$ cat src/rtl/mdio_phy_responder.sv
// Clause-22 MDIO target: oversamples MDC, decodes frames, and serves a 32x16 PHY register file.
`timescale 1ns/1ps
module mdio_phy_responder #(
  parameter logic [4:0]  PHY_ADDR     = 5'h01,
  parameter int          PREAMBLE_LEN = 32,
  parameter int          SYNC_STAGES  = 2,
  parameter logic [15:0] REG0_RST     = 16'h1140,
  parameter logic [15:0] REG1_RST     = 16'h7949,
  parameter logic [15:0] PHY_ID1      = 16'h0022,
  parameter logic [15:0] PHY_ID2      = 16'h1622
) (
  input  logic        clk,
  input  logic        reset,
  input  logic        mdc,
  input  logic        mdio_i,
  output logic        mdio_o,
  output logic        mdio_oe,
  output logic        wr_strobe,
  output logic [4:0]  wr_regad,
  output logic [15:0] wr_data,
  output logic        frame_err
);

  localparam int PW = $clog2(PREAMBLE_LEN + 1);

  typedef enum logic [2:0] {IDLE, ST, OP, PHYAD, REGAD, TA, DATA, SKIP} state_t;

  logic [SYNC_STAGES-1:0] mdc_sync;
  logic [SYNC_STAGES-1:0] mdio_sync;
  logic                   mdc_last;
  logic                   rise;
  logic                   bit_in;

  state_t      state;
  state_t      state_next;
  logic [4:0]  bit_cnt;
  logic [4:0]  cnt_next;
  logic [PW-1:0] pre_cnt;
  logic        op_first;
  logic        is_read;
  logic [4:0]  phyad;
  logic [4:0]  regad;
  logic [15:0] shreg;
  logic [15:0] commit_data;
  logic [15:0] regs [32];

  logic err_set;
  logic op_ok;
  logic snap;
  logic drive_on;
  logic drive_shift;
  logic drive_off;
  logic commit;

  function automatic logic [15:0] rst_value(input logic [4:0] idx);
    case (idx)
      5'd0:    rst_value = REG0_RST;
      5'd1:    rst_value = REG1_RST;
      5'd2:    rst_value = PHY_ID1;
      5'd3:    rst_value = PHY_ID2;
      default: rst_value = 16'h0000;
    endcase
  endfunction

  // Synchronize MDC and MDIO with equal depth so sampled data stays aligned with the MDC edge;
  // left unreset so a mid-frame reset cannot fabricate a rise event.
  always_ff @(posedge clk) begin
    mdc_sync  <= {mdc_sync[SYNC_STAGES-2:0], mdc};
    mdio_sync <= {mdio_sync[SYNC_STAGES-2:0], mdio_i};
    mdc_last  <= mdc_sync[SYNC_STAGES-1];
  end

  assign rise        = mdc_sync[SYNC_STAGES-1] & ~mdc_last;
  assign bit_in      = mdio_sync[SYNC_STAGES-1];
  assign commit_data = {shreg[14:0], bit_in};

  // Frame decoder: advances only on MDC rise events and flags the datapath actions for that bit.
  always_comb begin
    state_next  = state;
    cnt_next    = bit_cnt;
    err_set     = 1'b0;
    op_ok       = 1'b0;
    snap        = 1'b0;
    drive_on    = 1'b0;
    drive_shift = 1'b0;
    drive_off   = 1'b0;
    commit      = 1'b0;
    if (rise) begin
      case (state)
        IDLE: begin
          if (!bit_in && pre_cnt == PW'(PREAMBLE_LEN)) state_next = ST;
        end
        ST: begin
          if (bit_in) begin
            state_next = OP;
            cnt_next   = 5'd0;
          end else begin
            err_set    = 1'b1;
            state_next = IDLE;
          end
        end
        OP: begin
          if (bit_cnt == 5'd0) begin
            cnt_next = 5'd1;
          end else if (op_first != bit_in) begin
            op_ok      = 1'b1;
            state_next = PHYAD;
            cnt_next   = 5'd0;
          end else begin
            err_set    = 1'b1;
            state_next = IDLE;
          end
        end
        PHYAD: begin
          if (bit_cnt == 5'd4) begin
            state_next = REGAD;
            cnt_next   = 5'd0;
          end else begin
            cnt_next = bit_cnt + 5'd1;
          end
        end
        REGAD: begin
          if (bit_cnt != 5'd4) begin
            cnt_next = bit_cnt + 5'd1;
          end else if (phyad != PHY_ADDR) begin
            state_next = SKIP;
            cnt_next   = 5'd18;
          end else begin
            state_next = TA;
            cnt_next   = 5'd0;
            snap       = is_read;
          end
        end
        TA: begin
          if (bit_cnt == 5'd0) begin
            if (!is_read && !bit_in) begin
              err_set    = 1'b1;
              state_next = SKIP;
              cnt_next   = 5'd17;
            end else begin
              cnt_next = 5'd1;
            end
          end else if (is_read) begin
            drive_on   = 1'b1;
            state_next = DATA;
            cnt_next   = 5'd0;
          end else if (bit_in) begin
            err_set    = 1'b1;
            state_next = SKIP;
            cnt_next   = 5'd16;
          end else begin
            state_next = DATA;
            cnt_next   = 5'd0;
          end
        end
        DATA: begin
          if (is_read) begin
            if (bit_cnt == 5'd16) begin
              drive_off  = 1'b1;
              state_next = IDLE;
            end else begin
              drive_shift = 1'b1;
              cnt_next    = bit_cnt + 5'd1;
            end
          end else if (bit_cnt == 5'd15) begin
            commit     = 1'b1;
            state_next = IDLE;
          end else begin
            cnt_next = bit_cnt + 5'd1;
          end
        end
        SKIP: begin
          if (bit_cnt <= 5'd1) state_next = IDLE;
          else                 cnt_next   = bit_cnt - 5'd1;
        end
        default: state_next = IDLE;
      endcase
    end
  end

  // State register for the frame decoder.
  always_ff @(posedge clk) begin
    if (reset) begin
      state   <= IDLE;
      bit_cnt <= 5'd0;
    end else begin
      state   <= state_next;
      bit_cnt <= cnt_next;
    end
  end

  // Field capture, preamble counting, read-data drive and write-commit outputs.
  always_ff @(posedge clk) begin
    if (reset) begin
      pre_cnt   <= '0;
      op_first  <= 1'b0;
      is_read   <= 1'b0;
      phyad     <= 5'd0;
      regad     <= 5'd0;
      shreg     <= 16'h0000;
      mdio_o    <= 1'b1;
      mdio_oe   <= 1'b0;
      wr_strobe <= 1'b0;
      wr_regad  <= 5'd0;
      wr_data   <= 16'h0000;
      frame_err <= 1'b0;
    end else begin
      wr_strobe <= commit;
      frame_err <= err_set;
      if (state != IDLE) begin
        pre_cnt <= '0;
      end else if (rise) begin
        if (!bit_in)                            pre_cnt <= '0;
        else if (pre_cnt != PW'(PREAMBLE_LEN)) pre_cnt <= pre_cnt + 1'b1;
      end
      if (rise && state == OP && bit_cnt == 5'd0) op_first <= bit_in;
      if (op_ok) is_read <= op_first;
      if (rise && state == PHYAD) phyad <= {phyad[3:0], bit_in};
      if (rise && state == REGAD) regad <= {regad[3:0], bit_in};
      if (snap)                                     shreg <= regs[{regad[3:0], bit_in}];
      else if (drive_shift)                         shreg <= {shreg[14:0], 1'b0};
      else if (rise && state == DATA && !is_read)   shreg <= commit_data;
      if (drive_on) begin
        mdio_oe <= 1'b1;
        mdio_o  <= 1'b0;
      end
      if (drive_shift) mdio_o <= shreg[15];
      if (drive_off) begin
        mdio_oe <= 1'b0;
        mdio_o  <= 1'b1;
      end
      if (commit) begin
        wr_regad <= regad;
        wr_data  <= commit_data;
      end
    end
  end

  // Register file: regs 1-3 are fixed, and a write of BMCR bit15 restores every register.
  always_ff @(posedge clk) begin
    if (reset || (commit && regad == 5'd0 && commit_data[15])) begin
      for (int i = 0; i < 32; i++) regs[i] <= rst_value(5'(i));
    end else if (commit && (regad == 5'd0 || regad > 5'd3)) begin
      regs[regad] <= commit_data;
    end
  end

endmodule

$ cat config.mk
export PLATFORM = sky130hd
export DESIGN_NAME = mdio_phy_responder
export DESIGN_NICKNAME = d
export VERILOG_FILES = /design/src/rtl/mdio_phy_responder.sv
export SDC_FILE = /design/constraint.sdc
export NUM_CORES = 1
export LEC_CHECK = 0
export ABC_CLOCK_PERIOD_IN_PS = 6400
export CAP_MARGIN = 10
export CORE_MARGIN = 4
export CORE_UTILIZATION = 65
export CTS_CLUSTER_DIAMETER = 80
export DETAILED_ROUTE_END_ITERATION = 12
export PLACE_DENSITY = 0.82
export RECOVER_POWER = 50
export SYNTH_ARGS = -nofsm -noshare
export SYNTH_HDL_FRONTEND = slang
export SYNTH_SLANG_ARGS = --single-unit
$ cat constraint.sdc
create_clock -name clk -period 6.4 [get_ports clk]
set_input_delay 0.96 -clock clk [delete_from_list [all_inputs] [get_ports clk]]
set_output_delay 0.96 -clock clk [all_outputs]
set_load 0.05 [all_outputs]
==> results.sh, run 1 <==
export IMPL_grt_usage=0.289
export IMPL_synth_edf_count=512
export IMPL_grt_start_max_net_pins=121
export IMPL_via_per_inst=6.38
export IMPL_htreeDepth=2
export IMPL_clock_latency_ns=0.62
export IMPL_cts_setup_buffers=0
export IMPL_reg2reg_from="bit_cnt[0]"
export IMPL_status="finished with violations"
export IMPL_synthArstFlopShare=0
export IMPL_whs_ns=0.326
export IMPL_ctsResizeCount=0
export IMPL_num_antenna_cells=0
export IMPL_start_util=0.656
export IMPL_p_leak_nw=10.1
export IMPL_io_buffers=28
export IMPL_vias=16300
export IMPL_clock_sinks=584
export IMPL_drt_antenna_violating_nets=0
export IMPL_multi_input_comb_area_sq_um=9220
export IMPL_clk_path_buf_depth=3
export IMPL_netlist_instances=1981
export IMPL_die_h_um=211
export IMPL_ctsHoldBuffers=0
export IMPL_drt_pass1_iter_count=7
export IMPL_die_w_um=211
export IMPL_yosysTopAreaCell="edfxtp_1"
export IMPL_cellPowerDensity_nw_per_um2=273
export IMPL_startpoint="bit_cnt[0]"
export IMPL_drc_errors=0
export IMPL_yosysSeqAreaShare=0.627
export IMPL_crit_fanout=23
export IMPL_synth_flop_cell="edfxtp_1"
export IMPL_core_area_sq_um=40800
export IMPL_fin_setup_tns_ns=0
export IMPL_synth_top_cell_area_share=0.574
export IMPL_yosysMostFrequentCell="edfxtp_1"
export IMPL_die_area_sq_um=44500
export IMPL_dr_first_iter_drc_count=2377
export IMPL_startpoint_type="flip-flop"
export IMPL_place_congestion=0.945
export IMPL_violations="capacitance limit, slew limit"
export IMPL_layout_drive_gt1_share=0.127
export IMPL_fin_crit_sh=0.798
export IMPL_synth_common_cells="512 x edfxtp_1, 461 x and2_1, 109 x clkbuf_1"
export IMPL_relSlewSlack=-0.249
export IMPL_ff_latch_area_sq_um=16800
export IMPL_grt_pass1_wl_mm=97.2
export IMPL_max_slew_worst_pin_slew_ns=1.86
export IMPL_tritoncts="built"
export IMPL_crit_type="reg -> reg"
export IMPL_io_pins=29
export IMPL_grt_pass1_vias=15900
export IMPL_synthDistinctLibCells=63
export IMPL_hold_path_startpoint="mdio_sync[0]"
export IMPL_required_ns=6.62
export IMPL_ir_drop_mv=0.252
export IMPL_cp_end_kind="flip-flop"
export IMPL_max_cap_viol_count=3
export IMPL_path_clk_slew_ns=0.06
export IMPL_drv_slew=36
export IMPL_syn_area_sq_um=26800
export IMPL_yosysWarnings=0
export IMPL_cts_root_buffer="clkbuf_16"
export IMPL_synth_seq_cells=584
export IMPL_arrival_ns=5.33
export IMPL_routed_wl_mm=63.8
export IMPL_rsz0062_at_grt="no"
export IMPL_grt_overflow_total=0
export IMPL_layout_min_cycle_time_ns=5.10
export IMPL_hold_viol_final=0
export IMPL_finalSetupViolCount=0
export IMPL_nets=1993
export IMPL_synth_area_top_cells="edfxtp_1 57%, and2_1 11%, mux4_2 6.8%"
export IMPL_synth_avg_cell_area_sq_um=13.5
export IMPL_drt_wirelength_per_cell_um=24.9
export IMPL_numCtsBuffers=58
export IMPL_syn_to_final_growth_pct=9.14
export IMPL_clock_fmax_mhz=196
export IMPL_rows=74
export IMPL_hold_path_class="reg -> reg"
export IMPL_finalClockSkew_ns=0.0239
export IMPL_num_fill_cells=2669
export IMPL_antenna_found_initial=2
export IMPL_dp_hpwl_mm=39.4
## cells in the final DEF, fill, tap and decap left out, types with 7 or more instances in the layout
master and count:
dfxtp_1 65, buf_4 28, dlygate4sd3_1 27, inv_1 12, clkinv_1 9, edfxtp_1 512
nor2_1 108, a2111oi_0 16, o22ai_1 29, a2bb2oi_1 12, nor4_1 29, nand3_1 23
mux2_2 30, mux4_2 81, nor2b_1 37, clkbuf_1 19, conb_1 49, mux2i_1 75
nor3_1 24, nand2b_1 29, a211oi_1 39, clkinv_2 18, a21oi_1 30, clkbuf_16 61
ha_1 7, and2_0 227, o21ai_0 44, and2_1 234, nand2_1 53
## report_power, final
group,switching [W],internal [W],total [W]
clock,0.00143,0.00199,0.00342
sequential,0.0000415,0.00426,0.00430
combinational,0.000165,0.0000856,0.000251
## area by class of cell
type | count | area share
Inverter | 12 | 0.00154
Clock buffer | 73 | 0.0555
Sequential cell | 584 | 0.575
Clock inverter | 36 | 0.0105
Multi-Input combinational cell | 1255 | 0.315
Timing Repair Buffer | 71 | 0.0191
Tap cell | 532 | 0.0228
## sequential cells by signal (all words and copies together) (netlist names)
| signal | count |
|---|---|
| regs | 512 |
| regad | 5 |
| mdc_sync | 2 |
| phyad | 5 |
| mdio_o | 1 |
| shreg | 16 |
| frame_err | 1 |
| mdc_last | 1 |
| is_read | 1 |
| wr_regad | 5 |
| bit_cnt | 5 |
| op_first | 1 |
| wr_data | 16 |
| pre_cnt | 6 |
| wr_strobe | 1 |
| state | 3 |
| mdio_sync | 2 |
| mdio_oe | 1 |
## path summary, 6_finish.rpt
path | cells after the start | slack, ns | endpoint
worst max register to register | 11 | 1.30 | regs[27][4]
worst min-delay path | 0 | 0.33 | mdio_sync[1]
worst max-delay path | 11 | 1.30 | regs[27][4]
worst min register to register | 0 | 0.33 | mdio_sync[1]
## routing by layer
metal | GRT usage | routed length (um)
met4 | 0.111 | 2870
met1 | 0.417 | 24800
met2 | 0.443 | 29200
met3 | 0.0588 | 6930
met5 | 0 | 13
## worst max-delay path, stage by stage (launching register included)
cell	delay (ns)
dfxtp_1	0.37
ha_1	0.25
and3_1	0.20
ha_1	0.19
nor2b_1	0.13
buf_4	0.21
or3b_1	0.22
clkbuf_1	0.85
nor2_1	0.12
nor2_1	1.02
o21ai_0	0.63
clkbuf_1	0.52
## metrics by stage
step | area [sq um] | setup slack (ns) | util | std cells | total power (W)
finish | 29200 | 1.30 | 0.716 | 2563 | 0.00797
global route | 29200 | 1.01 | 0.716 | 2563 | 0.00821
CTS | 29400 | 2.01 | 0.721 | 2563 | 0.00801
detailed placement | 27500 | 2.05 | 0.674 | 2454 | 0.00463
global placement | 27500 | 2.22 | 0.674 | 2454 | 0.00462
floorplan | 27000 | 2.63 | - | 2028 | 0.00453
## kinds of logic after synthesis
| family | share of synthesized area |
|---|---|
| adder cells (fa/ha/maj) | 0.00327 |
| flip-flops | 0.627 |
| AND/OR/NAND/NOR | 0.176 |
| other | 0.000280 |
| multiplexers | 0.109 |
| AO/OA/AOI/OAI | 0.0514 |
| buffers and inverters | 0.0299 |
| XOR/XNOR | 0.00261 |
No activity file was read; power rests on OpenSTA's default activity.
==> inputs of run 2 (changes only) <==
--- a/config.mk
+++ b/config.mk
@@ -5,13 +5,13 @@
 export SDC_FILE = /design/constraint.sdc
 export NUM_CORES = 1
 export LEC_CHECK = 0
-export ABC_CLOCK_PERIOD_IN_PS = 6400
+export ABC_CLOCK_PERIOD_IN_PS = 4200
 export CAP_MARGIN = 10
 export CORE_MARGIN = 4
-export CORE_UTILIZATION = 65
+export CORE_UTILIZATION = 57
 export CTS_CLUSTER_DIAMETER = 80
 export DETAILED_ROUTE_END_ITERATION = 12
-export PLACE_DENSITY = 0.82
+export PLACE_DENSITY = 0.76
 export RECOVER_POWER = 50
 export SYNTH_ARGS = -nofsm -noshare
 export SYNTH_HDL_FRONTEND = slang
==> constraint.sdc (replaced) <==
create_clock -name clk -period 4.2 [get_ports clk]
set_input_delay 0.63 -clock clk [delete_from_list [all_inputs] [get_ports clk]]
set_output_delay 0.63 -clock clk [all_outputs]
set_load 0.05 [all_outputs]
==> run 2 against run 1 <==
Effect of this change:
- the run now ends clean
- maximum frequency is 34% higher
- design area is 1.5% higher
- sequential share of layout area is 0.84 points lower
- combinational power is 57% higher
- core utilization is 7.9 points lower
- final cell count is 4.3% higher
- via count hardly changed
- clock skew is 0.0054 ns lower
- power is 55% higher
- hold slack worse by 0.0012 ns
- critical path type unchanged
- largest cell class unchanged
- largest power group unchanged
- highest routed layer is now met4
==> results.sh, run 2 (synthesis gave the netlist of run 1 again) <==
export IMPL_layout_drive_gt1_share=0.138
export IMPL_crit_type="reg -> reg"
export IMPL_reg2reg_from="bit_cnt[0]"
export IMPL_arrival_ns=4.04
export IMPL_p_leak_nw=10.3
export IMPL_fin_crit_sh=0.908
export IMPL_reg_top3="regs (512), shreg (16), wr_data (16)"
export IMPL_final_cell_mix="512 x edfxtp_1, 312 x and2_1, 149 x and2_0"
export IMPL_die_h_um=225
export IMPL_regMostFlops="regs"
export IMPL_vias=16300
export IMPL_tritoncts="built"
export IMPL_clock_sinks=584
export IMPL_ctsHoldBuffers=0
export IMPL_seqPwrFrac=0.531
export IMPL_drt_pass1_iter_count=5
export IMPL_clock_latency_ns=0.62
export IMPL_slowest_stage="clkbuf_1"
export IMPL_htreeDepth=2
export IMPL_place_congestion=0.895
export IMPL_rsz0062_at_grt="no"
export IMPL_max_slew_worst_pin_slew_ns=1.16
export IMPL_required_ns=4.42
export IMPL_dp_hpwl_mm=41.5
export IMPL_startpoint_type="flip-flop"
export IMPL_endpoint="regs[28][11]"
export IMPL_clock_fmax_mhz=262
export IMPL_combinationalPowerShare=0.032
export IMPL_p_int_w=0.00983
export IMPL_cp_end_kind="flip-flop"
export IMPL_p_switching_w=0.00253
export IMPL_max_cap_viol_count=0
export IMPL_cts_setup_buffers=0
export IMPL_drv_slew=0
export IMPL_startpoint="bit_cnt[0]"
export IMPL_rr_endpoint="regs[28][11]"
export IMPL_largest_register_ffs=512
export IMPL_dr_first_iter_drc_count=1747
export IMPL_syn_to_final_growth_pct=10.7
export IMPL_rrSetupSlack_ns=0.38
export IMPL_core_area_sq_um=46600
export IMPL_slowest_delay_ns=0.84
export IMPL_grt_start_max_net_pins=127
export IMPL_drt_antenna_violating_nets=0
export IMPL_crit_fanout=16
export IMPL_numCtsBuffers=60
export IMPL_hold_path_class="reg -> reg"
export IMPL_routed_wl_mm=65.1
export IMPL_io_pins=29
export IMPL_ir_drop_mv=0.334
export IMPL_layout_min_cycle_time_ns=3.82
export IMPL_grt_pass1_wl_mm=98.3
export IMPL_die_w_um=225
export IMPL_fin_setup_tns_ns=0
export IMPL_grt_pass1_vias=16000
export IMPL_nets=2027
export IMPL_cp_cell_sequence="ha_1, and3_1, ha_1, nor2b_1, or3b_1, nor2_1, nand2_1, clkbuf_1, o21ai_0, clkbuf_1"
export IMPL_die_area_sq_um=50600
export IMPL_drt_wirelength_per_cell_um=24.4
export IMPL_antenna_found_initial=0
export IMPL_finalNonFillerCells=2672
export IMPL_grt_overflow_total=0
export IMPL_dp_cells=2561
export IMPL_finalSetupViolCount=0
export IMPL_path_clk_slew_ns=0.06
export IMPL_io_buffers=28
export IMPL_relSlewSlack=0.218
export IMPL_start_util=0.576
export IMPL_final_common_cell="edfxtp_1"
export IMPL_ctsResizeCount=0
export IMPL_finalClockSkew_ns=0.0186
export IMPL_clkPwrFrac=0.437
export IMPL_status="finished clean"
export IMPL_hold_viol_final=0
export IMPL_power_share_switching=0.204
export IMPL_via_per_inst=6.11
export IMPL_rows=79
export IMPL_cts_root_buffer="clkbuf_16"
export IMPL_clk_path_buf_depth=3
export IMPL_r2r_cells=10
export IMPL_drc_errors=0
export IMPL_grt_usage=0.257
export IMPL_cellPowerDensity_nw_per_um2=416
run 2: changes by cell type in the layout (fill, tap and decap cells not counted), moves of 6 or more:
cell and change:
clkbuf_1 +13, buf_4 +25, clkinv_2 -6, and2_0 -78, nor2_1 -8, and2_1 +78
nor2_2 +8
run 2: worst min path at each step:
stage               slack (ns)         start            to  cells after the start
global placement          0.31  mdio_sync[0]  mdio_sync[1]                      0
global route              0.34  mdio_sync[0]  mdio_sync[1]                      0
CTS                       0.33  mdio_sync[0]  mdio_sync[1]                      0
finish                    0.33  mdio_sync[0]  mdio_sync[1]                      0
floorplan                 0.31   mdc_sync[0]   mdc_sync[1]                      0
detailed placement        0.32  mdio_sync[0]  mdio_sync[1]                      0
run 2: area by class of cell:
class | count | area, sq um
antenna | 1 | 2.50
clock buffer | 75 | 1580
clock inverter | 35 | 403
fill | 3336 | 16900
inverter | 12 | 45.0
multi-input combinational | 1255 | 9270
sequential | 584 | 16800
tap | 607 | 759
timing repair buffer | 103 | 791
run 2: critical path: cells and delay by family (launching register included):
kind	cells	cell delay, ns
AOI/OAI and AO/OA	1	0.29
adders and majority gates	2	0.38
buffers and inverters	2	1.19
DFF	1	0.44
and+or+nand+nor	5	1.11
run 2: power by group through the flow:
stage | registers (W) | logic (W) | clock network, W
after floorplan | 0.00664 | 0.000266 | 0
after global placement | 0.00667 | 0.000388 | 0
after detailed placement | 0.00668 | 0.000396 | 0
after CTS | 0.00656 | 0.000397 | 0.00545
after global routing | 0.00657 | 0.000418 | 0.00569
final | 0.00656 | 0.000393 | 0.00540
run 2: metal layers:
layer	wire length, um	up-vias	share of wire	global-route usage
met5	0	-	0	0
met4	2450	0	0.038	0.0964
met3	5400	132	0.083	0.0347
met2	30800	785	0.47	0.406
met1	26500	8147	0.41	0.371
li1	-	7265	-	-
run 2: stage by stage:
stage	power, W	util	worst slack, ns	instance area, sq um	hold slack, ns
2_1_floorplan	0.00691	-	0.433	27000	0.310
3_3_place_gp	0.00706	0.598	0.725	27900	0.312
3_5_place_dp	0.00708	0.598	0.656	27900	0.317
4_1_cts	0.0124	0.641	0.639	29800	0.328
5_1_grt	0.0127	0.637	0.185	29700	0.336
6_report	0.0124	0.637	0.385	29700	0.325
==> inputs of run 3 (changes only) <==
--- a/config.mk
+++ b/config.mk
@@ -12,7 +12,8 @@
 export CTS_CLUSTER_DIAMETER = 80
 export DETAILED_ROUTE_END_ITERATION = 12
 export PLACE_DENSITY = 0.76
-export RECOVER_POWER = 50
+export RECOVER_POWER = 25
+export SLEW_MARGIN = 20
 export SYNTH_ARGS = -nofsm -noshare
 export SYNTH_HDL_FRONTEND = slang
 export SYNTH_SLANG_ARGS = --single-unit
==> run 3 against run 2 <==
Effect of this change:
- flip-flop and latch count stayed put
- maximum frequency is 0.62% higher
- non-clock buffer count stayed put
- routed wire length hardly changed
- die area stayed put
- clock skew is 0.0011 ns lower
- combinational power is 1% higher
- register-to-register slack better by 0.02 ns
- highest routed layer unchanged
==> results.sh, run 3 (synthesis gave the netlist of run 1 again) <==
export IMPL_crit_fanout=17
export IMPL_clk_path_buf_depth=3
export IMPL_grt_overflow_total=0
export IMPL_grt_start_max_net_pins=127
export IMPL_start_util=0.576
export IMPL_ff_latch_area_sq_um=16800
export IMPL_fin_setup_tns_ns=0
export IMPL_ctsHoldBuffers=0
export IMPL_fin_crit_sh=0.903
export IMPL_r2r_cells=12
export IMPL_p_leak_nw=10.4
export IMPL_cp_end_kind="flip-flop"
export IMPL_dr_first_iter_drc_count=1807
export IMPL_slowest_stage="or3b_1"
export IMPL_finalSetupViolCount=0
export IMPL_die_w_um=225
export IMPL_multi_input_comb_area_sq_um=9310
export IMPL_num_fill_cells=3317
export IMPL_die_area_sq_um=50600
export IMPL_path_clk_slew_ns=0.06
export IMPL_required_ns=4.50
export IMPL_relSlewSlack=0.225
export IMPL_rr_endpoint="regs[15][14]"
export IMPL_ctsResizeCount=0
export IMPL_status="finished clean"
export IMPL_dp_hpwl_mm=41.5
export IMPL_regMostFlops="regs"
export IMPL_final_common_cell="edfxtp_1"
export IMPL_tritoncts="built"
export IMPL_ir_drop_mv=0.333
export IMPL_rrSetupSlack_ns=0.41
export IMPL_cts_setup_buffers=0
export IMPL_grt_usage=0.257
export IMPL_cts_root_buffer="clkbuf_16"
export IMPL_vias=16200
export IMPL_hold_path_class="reg -> reg"
export IMPL_htreeDepth=2
export IMPL_max_cap_viol_count=0
export IMPL_via_per_inst=6.08
export IMPL_final_cell_mix="512 x edfxtp_1, 381 x and2_1, 99 x nor2_1"
export IMPL_arrival_ns=4.09
export IMPL_startpoint="bit_cnt[0]"
export IMPL_drt_pass1_iter_count=7
export IMPL_cp_cell_sequence="ha_1, and3_1, ha_1, nor2b_1, or3b_1, nor3_1, nand3_1, buf_4, nor3_1, clkbuf_1, nand2b_1, buf_4"
export IMPL_largest_register_ffs=512
export IMPL_layout_drive_gt1_share=0.143
export IMPL_reg2reg_from="bit_cnt[0]"
export IMPL_drt_antenna_violating_nets=0
export IMPL_drt_wirelength_per_cell_um=24.4
export IMPL_cellPowerDensity_nw_per_um2=416
export IMPL_syn_to_final_growth_pct=11.0
export IMPL_hold_viol_final=0
export IMPL_io_pins=29
export IMPL_layout_min_cycle_time_ns=3.79
export IMPL_numCtsBuffers=60
export IMPL_rows=79
export IMPL_clock_fmax_mhz=264
export IMPL_startpoint_type="flip-flop"
export IMPL_rsz0062_at_grt="no"
export IMPL_reg_top3="regs (512), shreg (16), wr_data (16)"
export IMPL_grt_pass1_wl_mm=98.3
export IMPL_grt_pass1_vias=16000
export IMPL_place_congestion=0.895
export IMPL_die_h_um=225
export IMPL_finalNonFillerCells=2671
export IMPL_p_total_w=0.0124
export IMPL_drc_errors=0
export IMPL_crit_type="reg -> reg"
export IMPL_num_antenna_cells=0
export IMPL_routed_wl_mm=65.1
export IMPL_finalClockSkew_ns=0.0175
export IMPL_endpoint="regs[15][14]"
export IMPL_slowest_delay_ns=0.47
export IMPL_io_buffers=28
export IMPL_max_slew_worst_pin_slew_ns=1.15
export IMPL_nets=2027
export IMPL_clock_latency_ns=0.62
export IMPL_dp_cells=2561
export IMPL_antenna_found_initial=1
export IMPL_core_area_sq_um=46600
export IMPL_clock_sinks=584
export IMPL_drv_slew=0
## run 3: changes by cell type in the layout (fill, tap and decap cells not counted), sizes merged
cell,before,now
clkbuf,95,85
diode,1,0
buf,56,66
## run 3: final cells by class
type | instances | area share
Sequential cell | 584 | 0.566
Clock buffer | 75 | 0.0531
Inverter | 12 | 0.00151
Clock inverter | 35 | 0.0135
Multi-Input combinational cell | 1255 | 0.313
Tap cell | 607 | 0.0255
Timing Repair Buffer | 103 | 0.0278
## run 3: routing by layer
metal / up-vias / GRT usage / share of wire
met5: - / 0 / 0
met1: 8078 / 0.371 / 0.41
li1: 7259 / - / -
met4: 0 / 0.0964 / 0.039
met3: 131 / 0.0347 / 0.080
met2: 770 / 0.406 / 0.47
## run 3: power breakdown
| part | leakage, nW | switching [W] | internal [W] |
|---|---|---|---|
| sequential | 5.83 | 0.0000724 | 0.00649 |
| combinational | 3.61 | 0.000256 | 0.000142 |
| clock | 0.969 | 0.00220 | 0.00320 |
| total | 10.4 | 0.00253 | 0.00983 |
## run 3: through the flow
step | hold WS [ns] | setup WS, ns | cell area (sq um) | utilization
after floorplan | 0.310 | 0.433 | 27000 | -
after global placement | 0.312 | 0.725 | 27900 | 0.598
after detailed placement | 0.317 | 0.656 | 27900 | 0.598
after CTS | 0.328 | 0.639 | 29800 | 0.641
after global routing | 0.336 | 0.193 | 29700 | 0.639
final | 0.325 | 0.408 | 29700 | 0.639
## run 3: how the worst min path moves through the flow
| stage | from | end | depth (start not counted) |
|---|---|---|---|
| final | mdio_sync[0] | mdio_sync[1] | 0 |
| after global routing | mdio_sync[0] | mdio_sync[1] | 0 |
| after detailed placement | mdio_sync[0] | mdio_sync[1] | 0 |
| after CTS | mdio_sync[0] | mdio_sync[1] | 0 |
| after global placement | mdio_sync[0] | mdio_sync[1] | 0 |
| after floorplan | mdc_sync[0] | mdc_sync[1] | 0 |
## run 3: worst max-delay path: cells and delay by family, from the launching register on
family / cells / cell delay, ns
flops: 1 / 0.44
simple gates: 7 / 1.68
buf+inv: 3 / 0.97
fa+ha+maj: 2 / 0.39
